File: src/rtl/mem_port_arbiter_pkg.sv
// Shared arbiter types and constants for the core memory port.
package mem_port_arbiter_pkg;

  typedef enum logic [1:0] {
    ARB_IDLE   = 2'd0,
    ARB_BUSY_I = 2'd1,
    ARB_BUSY_D = 2'd2
  } arb_state_t;

  typedef enum logic {
    OWNER_I = 1'b0,
    OWNER_D = 1'b1
  } arb_owner_t;

  localparam logic [3:0]  MEM_MASK_WORD = 4'hF;
  localparam int unsigned WAIT_CNT_W    = 8;
  localparam int unsigned DSTREAK_W     = 4;

endpackage

File: src/rtl/arb_watchdog.sv
// Wait-state counter with timeout compare for one memory access.
module arb_watchdog
  import mem_port_arbiter_pkg::*;
#(
  parameter int unsigned TIMEOUT = 16
) (
  input  logic clk_in,
  input  logic rst_in,
  input  logic start,
  input  logic busy,
  input  logic ready,
  output logic timeout
);

  localparam logic [WAIT_CNT_W-1:0] LIMIT =
    (TIMEOUT == 0) ? '0 : WAIT_CNT_W'(TIMEOUT - 1);

  logic [WAIT_CNT_W-1:0] wait_cnt;

  // Count busy cycles without ready; restart on every grant.
  always_ff @(posedge clk_in) begin
    if (rst_in || start) begin
      wait_cnt <= '0;
    end else if (busy && !ready && (wait_cnt != '1)) begin
      wait_cnt <= wait_cnt + 1'b1;
    end
  end

  // Abort request when the limit is reached and ready is still low.
  always_comb begin
    timeout = (TIMEOUT != 0) && busy && !ready && (wait_cnt == LIMIT);
  end

endmodule

File: src/rtl/mem_port_arbiter.sv
// Fetch / load-store arbiter for a single-port external memory.
module mem_port_arbiter
  import mem_port_arbiter_pkg::*;
#(
  parameter int unsigned MAX_DSTREAK = 4,
  parameter int unsigned TIMEOUT     = 16
) (
  input  logic        clk_in,
  input  logic        rst_in,
  input  logic        i_req_in,
  input  logic [31:0] i_addr_in,
  output logic        i_gnt_out,
  output logic        i_ack_out,
  output logic [31:0] i_rdata_out,
  output logic        i_err_out,
  input  logic        d_req_in,
  input  logic        d_wr_in,
  input  logic [31:0] d_addr_in,
  input  logic [31:0] d_wdata_in,
  input  logic [3:0]  d_mask_in,
  output logic        d_gnt_out,
  output logic        d_ack_out,
  output logic [31:0] d_rdata_out,
  output logic        d_err_out,
  output logic        mem_req_out,
  output logic        mem_wr_out,
  output logic [31:0] mem_addr_out,
  output logic [31:0] mem_wdata_out,
  output logic [3:0]  mem_mask_out,
  input  logic [31:0] mem_rdata_in,
  input  logic        mem_ready_in
);

  localparam logic [DSTREAK_W-1:0] STREAK_MAX = DSTREAK_W'(MAX_DSTREAK);

  arb_state_t           state;
  arb_owner_t           owner;
  logic [DSTREAK_W-1:0] dstreak;
  logic                 grant_i;
  logic                 grant_d;
  logic                 busy;
  logic                 timeout;

  // Grant selection in IDLE: data first unless the fetch has waited long enough.
  always_comb begin
    grant_i = 1'b0;
    grant_d = 1'b0;
    if ((state == ARB_IDLE) && !rst_in) begin
      if (d_req_in && !(i_req_in && (dstreak == STREAK_MAX))) begin
        grant_d = 1'b1;
      end else if (i_req_in) begin
        grant_i = 1'b1;
      end
    end
  end

  // Decode owner and drive the grant pulses.
  always_comb begin
    busy      = (state != ARB_IDLE);
    owner     = (state == ARB_BUSY_D) ? OWNER_D : OWNER_I;
    i_gnt_out = grant_i;
    d_gnt_out = grant_d;
  end

  arb_watchdog #(
    .TIMEOUT (TIMEOUT)
  ) u_watchdog (
    .clk_in  (clk_in),
    .rst_in  (rst_in),
    .start   (grant_i || grant_d),
    .busy    (busy),
    .ready   (mem_ready_in),
    .timeout (timeout)
  );

  // Arbiter FSM with registered bus and response outputs.
  always_ff @(posedge clk_in) begin
    if (rst_in) begin
      state         <= ARB_IDLE;
      dstreak       <= '0;
      mem_req_out   <= 1'b0;
      mem_wr_out    <= 1'b0;
      mem_addr_out  <= '0;
      mem_wdata_out <= '0;
      mem_mask_out  <= '0;
      i_ack_out     <= 1'b0;
      i_err_out     <= 1'b0;
      i_rdata_out   <= '0;
      d_ack_out     <= 1'b0;
      d_err_out     <= 1'b0;
      d_rdata_out   <= '0;
    end else begin
      i_ack_out <= 1'b0;
      i_err_out <= 1'b0;
      d_ack_out <= 1'b0;
      d_err_out <= 1'b0;
      case (state)
        ARB_IDLE: begin
          if (grant_d) begin
            state         <= ARB_BUSY_D;
            mem_req_out   <= 1'b1;
            mem_wr_out    <= d_wr_in;
            mem_addr_out  <= d_addr_in;
            mem_wdata_out <= d_wr_in ? d_wdata_in : '0;
            mem_mask_out  <= d_wr_in ? d_mask_in : MEM_MASK_WORD;
            if (i_req_in) begin
              if (dstreak != STREAK_MAX) begin
                dstreak <= dstreak + 1'b1;
              end
            end else begin
              dstreak <= '0;
            end
          end else if (grant_i) begin
            state         <= ARB_BUSY_I;
            mem_req_out   <= 1'b1;
            mem_wr_out    <= 1'b0;
            mem_addr_out  <= i_addr_in;
            mem_wdata_out <= '0;
            mem_mask_out  <= MEM_MASK_WORD;
            dstreak       <= '0;
          end
        end
        ARB_BUSY_I, ARB_BUSY_D: begin
          if (mem_ready_in) begin
            state       <= ARB_IDLE;
            mem_req_out <= 1'b0;
            if (owner == OWNER_D) begin
              d_ack_out   <= 1'b1;
              d_rdata_out <= mem_wr_out ? '0 : mem_rdata_in;
            end else begin
              i_ack_out   <= 1'b1;
              i_rdata_out <= mem_rdata_in;
            end
          end else if (timeout) begin
            state       <= ARB_IDLE;
            mem_req_out <= 1'b0;
            if (owner == OWNER_D) begin
              d_ack_out   <= 1'b1;
              d_err_out   <= 1'b1;
              d_rdata_out <= '0;
            end else begin
              i_ack_out   <= 1'b1;
              i_err_out   <= 1'b1;
              i_rdata_out <= '0;
            end
          end
        end
        default: begin
          state       <= ARB_IDLE;
          mem_req_out <= 1'b0;
        end
      endcase
    end
  end

endmodule

File: config.mk
export PLATFORM = sky130hd
export DESIGN_NAME = mem_port_arbiter
export DESIGN_NICKNAME = d
export VERILOG_FILES = /design/src/rtl/mem_port_arbiter_pkg.sv /design/src/rtl/arb_watchdog.sv /design/src/rtl/mem_port_arbiter.sv
export SDC_FILE = /design/constraint.sdc
export NUM_CORES = 1
export LEC_CHECK = 0
export ABC_AREA = 0
export CORE_ASPECT_RATIO = 0.9
export CORE_MARGIN = 5
export CORE_UTILIZATION = 40
export DETAILED_ROUTE_END_ITERATION = 10
export GPL_ROUTABILITY_DRIVEN = 1
export PLACE_DENSITY = 0.8
export SLEW_MARGIN = 20
export SYNTH_ARGS = -nofsm -noshare
export SYNTH_HDL_FRONTEND = slang
export SYNTH_SLANG_ARGS = --single-unit
File: constraint.sdc
create_clock -name clk_in -period 2.4 [get_ports clk_in]
set_input_delay 0.48 -clock clk_in [delete_from_list [all_inputs] [get_ports clk_in]]
set_output_delay 0.48 -clock clk_in [all_outputs]
set_load 0.02 [all_outputs]
# Yosys cells after proc, flatten, opt, wreduce, memory -nomap -nowiden
# Index checks and enable logic that the tools add are counted.
# totals
in_bits,138
ram_bits,0
rom_bits,0
output_inout_bits,140
n_memories,0
latch_bits,0
ff_bits,152
# classes
mux,45
add_sub_neg,2
n_reduce_logical,23
bitwise,2
n_lt_le_gt_ge,0
n_eq_ne,9
mul,0
div_mod_pow,0
n_shift,0
# op_table
op,count
$mux 32,14
$mux 4,7
$mux 1,18
$reduce_and 3->1,3
$add 8x1->8 const B,1
$eq 8x4->1 const B,1
$mux 2,4
$ne 8x8->1 const B,1
$logic_and 1x1->1,6
$ne 3x3->1 const B,2
$reduce_bool 2->1,3
$add 4x1->4 const B,1
$eq 4x3->1 const B,1
$ne 4x3->1 const B,1
$pmux 2 s2,1
$reduce_and 2->1,2
$reduce_or 2->1,2
$logic_not 1->1,3
$ne 3x2->1 const B,1
$reduce_or 3->1,1
$eq 2x1->1 const B,1
$eq 2x2->1 const B,1
$logic_not 2->1,1
$logic_or 1x1->1,2
2 further kinds,3

# Longest topological paths before layout
# depth
ltp_word,9
ltp_mapped,9
depth_no_buf,6

# By module
# A second synthesis with hierarchy kept.
# hier_totals
hier_cells,615
area_unflattened_um2,6063.3
# modules_own_cells
mod,cells_each,seq_area_each_um2,instances,area_each_um2
mem_port_arbiter,565,2882.8,1,5636.7
arb_watchdog,50,160.2,1,426.7

# Worst setup path after synthesis
# No wires, ideal clock.
# synth_timing
kind,register -> output
start,register state[0]
end,output d_gnt_out
path_stages_with_launch,9
setup_slack_ps,363
arrival_time_ps,1557
required_time_ps,1920
path_cell_list,dfxtp_1 -> inv_1 -> ha_1 -> buf_2 -> and2b_1 -> nand3_1 -> buf_4 -> clkbuf_1 -> inv_1
# synth_via
elab_chain_len,3
# synth_rtl
item,line,source
"start, declared",mem_port_arbiter.sv:36,arb_state_t state;
"start signal, assigned",mem_port_arbiter.sv:79,state <= ARB_IDLE;
"start signal, assigned",mem_port_arbiter.sv:100,state <= ARB_BUSY_D;
"start signal, assigned",mem_port_arbiter.sv:114,state <= ARB_BUSY_I;
$logic_not 2->1,mem_port_arbiter.sv:48,if ((state == ARB_IDLE) && !rst_in) begin
$logic_and 1x1->1,mem_port_arbiter.sv:48,
$mux 1,mem_port_arbiter.sv:48,
"end, declared",mem_port_arbiter.sv:21,"output logic d_gnt_out,"
# No other way between the ends.

# Final worst setup path
# layout_timing
start,register dstreak[0]
end,output d_gnt_out
# layout_via
elab_chain_len,6
# layout_rtl
item,line,source
"start, declared",mem_port_arbiter.sv:38,logic [DSTREAK_W-1:0] dstreak;
"start signal, assigned",mem_port_arbiter.sv:108,dstreak <= dstreak + 1'b1;
$eq 4x3->1,mem_port_arbiter.sv:49,if (d_req_in && !(i_req_in && (dstreak == STREAK_MAX))) begin
$logic_and 1x1->1,mem_port_arbiter.sv:49,
$logic_not 1->1,mem_port_arbiter.sv:49,
$logic_and 1x1->1,mem_port_arbiter.sv:49,
$mux 1,mem_port_arbiter.sv:49,
$mux 1,mem_port_arbiter.sv:48,
# No other way between the ends.

==> flow_summary.yaml <==
outcome:
  outcome: "finished clean"
hold_path:
  min-delay-start: "d_rdata_out[11]"
  min_path_type: "flip-flop to flip-flop"
sta:
  grt_setup_unrepaired: "no"
  fin_tns_setup_ns: 0
  slew_headroom: 0.6215
  skew_ns: 0.006658
  hold_viol_final: 0
  layout_min_cycle_time_ns: 2.223
  fin_crit_sh: 0.9264
  setup_viol_count_final: 0
  fmax_mhz: 449.8
  report.final.slew_viol_count: 0
  worst_slew_pin_slew_ns: 0.5678
  setup_ws_ns: 0.1767
grt:
  grt_util_met3: 0.09959
  grt_pass1_vias: 5220
  met1_usage: 0.2483
  grt_usage: 0.2134
  grt.busiest_layer: "met2"
  antenna_found_initial: 0
  grt_pass1_wl_um: 27750
  grt-ovfl-total: 0
  grt_util_met2: 0.3529
  grt_max_degree: 73
final_layout:
  final_nets: 1005
  regArea_um2: 3043
  multi_input_area_um2: 2361
  area_growth_pct: 63.15
  nFillCells: 1159
  drive_gt1_frac: 0.07086
  antenna_cells: 0
flow_run:
  maxCapViolations: 0
logic_synthesis:
  synth_top_cell_area_share: 0.5373
  yosysUniqueCellTypes: 44
  synth_compound_area_frac: 0.2486
  synth_top_cell_by_area: "dfxtp_1"
  synthAdderAreaFrac: 0.01105
  yosys.area_share.simple: 0.1425
  ys_seq_area_frac: 0.5373
  netlist_area_um2: 5663
  syn-mean-instance-area_um2: 9.502
  ys_async_sr_fraction: 0
  synthCells: 596
  synth_enable_flop_cells: 0
  synth_top_family_by_area: "compound AO/OA/AOI/OAI gates"
  ys_seq_elements: 152
  synthMuxAreaShare: 0.003535
  yosysWarnings: 0
  synthTopCellsByArea: "dfxtp_1 (54%), a22o_1 (9.9%), a21oi_1 (8.9%)"
  synth-main-ff-cell: "dfxtp_1"
  synth_xor_area_frac: 0.007733
  synth_fp_nets: 739
placement:
  gp_congestion: 0.8058
  hpwl_um: 13090
  pre_cts_ws_ns: -0.08668
  io_buffers: 277
drt:
  routed_wl_um: 18170
  drt_iter0_markers: 302
  post_drt_wl_per_cell_um: 17.01
  ant_nets: 0
  vias: 5407
  drt-vias-per-instance: 5.063
  drt_pass1_iterations: 4
  route.detailed.drc: 0
setup_path:
  crit_type: "flip-flop to output pin"
  critical_path.top_delay_family: "buffers and inverters"
  start_kind: "flip-flop"
  path_cells: "inv_1, ha_1, nand4b_1, nand3_2, inv_1, dlygate4sd2_1"
  crit_fanout: 4
  crit_top_cell: "inv_1"
  cp.buffers_inverters: 3
  worst-r2r-setup-slack_ns: 0.43
  setup.worst_path.start: "dstreak[0]"
  crit_arrival_ns: 1.74
  slowest_delay_ns: 0.36
  cp_slowest_cell: "dlygate4sd2_1"
  cp-end-kind: "output pin"
  rr_startpoint: "dstreak[0]"
  cp.required_ns: 1.92
floorplanning:
  rows: 41
  die-area_um2: 16640
  die_w_um: 135.4
  die_h_um: 122.9
  initial_core_util: 0.4058
  fp.coreArea_um2: 13950
  boundaryPins: 278
clock_tree:
  post_cts_resized: 2
  clockBufferDepth: 2
  clk_latency_ns: 0.42
  clock-sinks: 152
  holdBufCountCts: 0
  postCtsSetupBuffers: 0
  htree_levels: 4
  path_clk_slew_ns: 0.06
  cts_tree: "built"
  cts_buffers: 17
  root_buffer: "clkbuf_16"
power:
  switching_share: 0.3252
  p_int_uw: 6127
  seq_power_share: 0.353
  vdd_ir_drop_max_v: 0.0007451
  combPwrFrac: 0.350
  clkPwrFrac: 0.297
  p_switching_uw: 2953
  power_density_nw_per_um2: 982.9
  p_leak_uw: 0.003455
[through the flow]
step	instances	power (µW)	hold slack [ns]	area (µm²)	util
CTS	1068	9168	0.4748	9239	0.6621
detailed placement	1036	6445	0.4543	8643	0.6194
floorplan	596	4937	0.4517	5663	-
global placement	1036	6399	0.4540	8643	0.6194
global route	1068	9576	0.4895	9239	0.6621
finish	1068	9081	0.4694	9239	0.6621
[cell type report]
type,instances,share of cell area
inverters,10,0.004063
clock inverters,12,0.01639
multi-input cells,385,0.2556
well taps,193,0.02614
clock buffers,20,0.04835
flip-flops and latches,152,0.3294
repair buffers,296,0.3202
[cell usage after synthesis, types with 2 or more instances]
library cell / count
dfxtp_1: 152
a21oi_1: 101
a22o_1: 64
nor2_1: 46
nand2_1: 40
o21ai_0: 37
nor3b_1: 32
buf_2: 21
clkbuf_1: 20
inv_1: 10
nand3_1: 8
nor3_1: 6
ha_1: 5
xor2_1: 5
a211oi_1: 4
nand4_1: 4
buf_6: 3
or3_1: 3
a21o_1: 2
a31oi_1: 2
buf_1: 2
buf_4: 2
mux2i_1: 2
nand2b_1: 2
nand4b_1: 2
nor4_1: 2
o211ai_1: 2
[flip-flops by register name (all words and copies together) (netlist names)]
register	cells
mem_mask_out	4
d_err_out	1
i_rdata_out	32
state	2
mem_req_out	1
i_err_out	1
mem_addr_out	32
i_ack_out	1
mem_wdata_out	32
dstreak	4
mem_wr_out	1
d_ack_out	1
u_watchdog.wait_cnt	8
d_rdata_out	32
[power groups by stage]
stage          Sequential, µW  Clock, µW  Combinational, µW
6_report                 3210       2700               3170
3_3_place_gp             3240          0               3160
2_1_floorplan            3790          0               1150
3_5_place_dp             3260          0               3180
5_1_grt                  3270       2890               3410
4_1_cts                  3210       2750               3210
[metal layers]
| metal | wire, µm | vias up |
|---|---|---|
| met5 | 0 | - |
| met3 | 2063 | 16 |
| li1 | - | 2663 |
| met1 | 7074 | 2508 |
| met2 | 8806 | 220 |
| met4 | 221 | 0 |
[path summary, 6_finish.rpt]
kind                                          to  cells after the start
worst max-delay path                   d_gnt_out                      6
worst max register to register  mem_wdata_out[9]                      8
worst min-delay path             d_rdata_out[11]                      1
worst min register to register   d_rdata_out[11]                      1
[kinds of logic after synthesis]
| family | after synthesis |
|---|---|
| buf+inv | 59 |
| fa+ha+maj | 5 |
| xor+xnor | 5 |
| compound gates | 219 |
| flops | 152 |
| simple gates | 154 |
| mux | 2 |
[placed cells by master (no fill, tap or decap), types with 3 or more instances in the layout]
master and n:
clkinv_4 3, nand3_1 7, nor2_1 44, a21oi_1 101, clkbuf_16 17, clkinv_2 4
o21ai_0 37, or3_1 3, buf_12 4, xor2_1 5, nand4_1 4, ha_1 5
clkdlybuf4s50_1 274, dfxtp_1 152, buf_4 15, inv_1 10, nor3_1 6, bufinv_16 3
nand2_1 40, a22o_1 64, nor3b_1 32, a211oi_1 4
No activity file was read; power rests on OpenSTA's default activity.
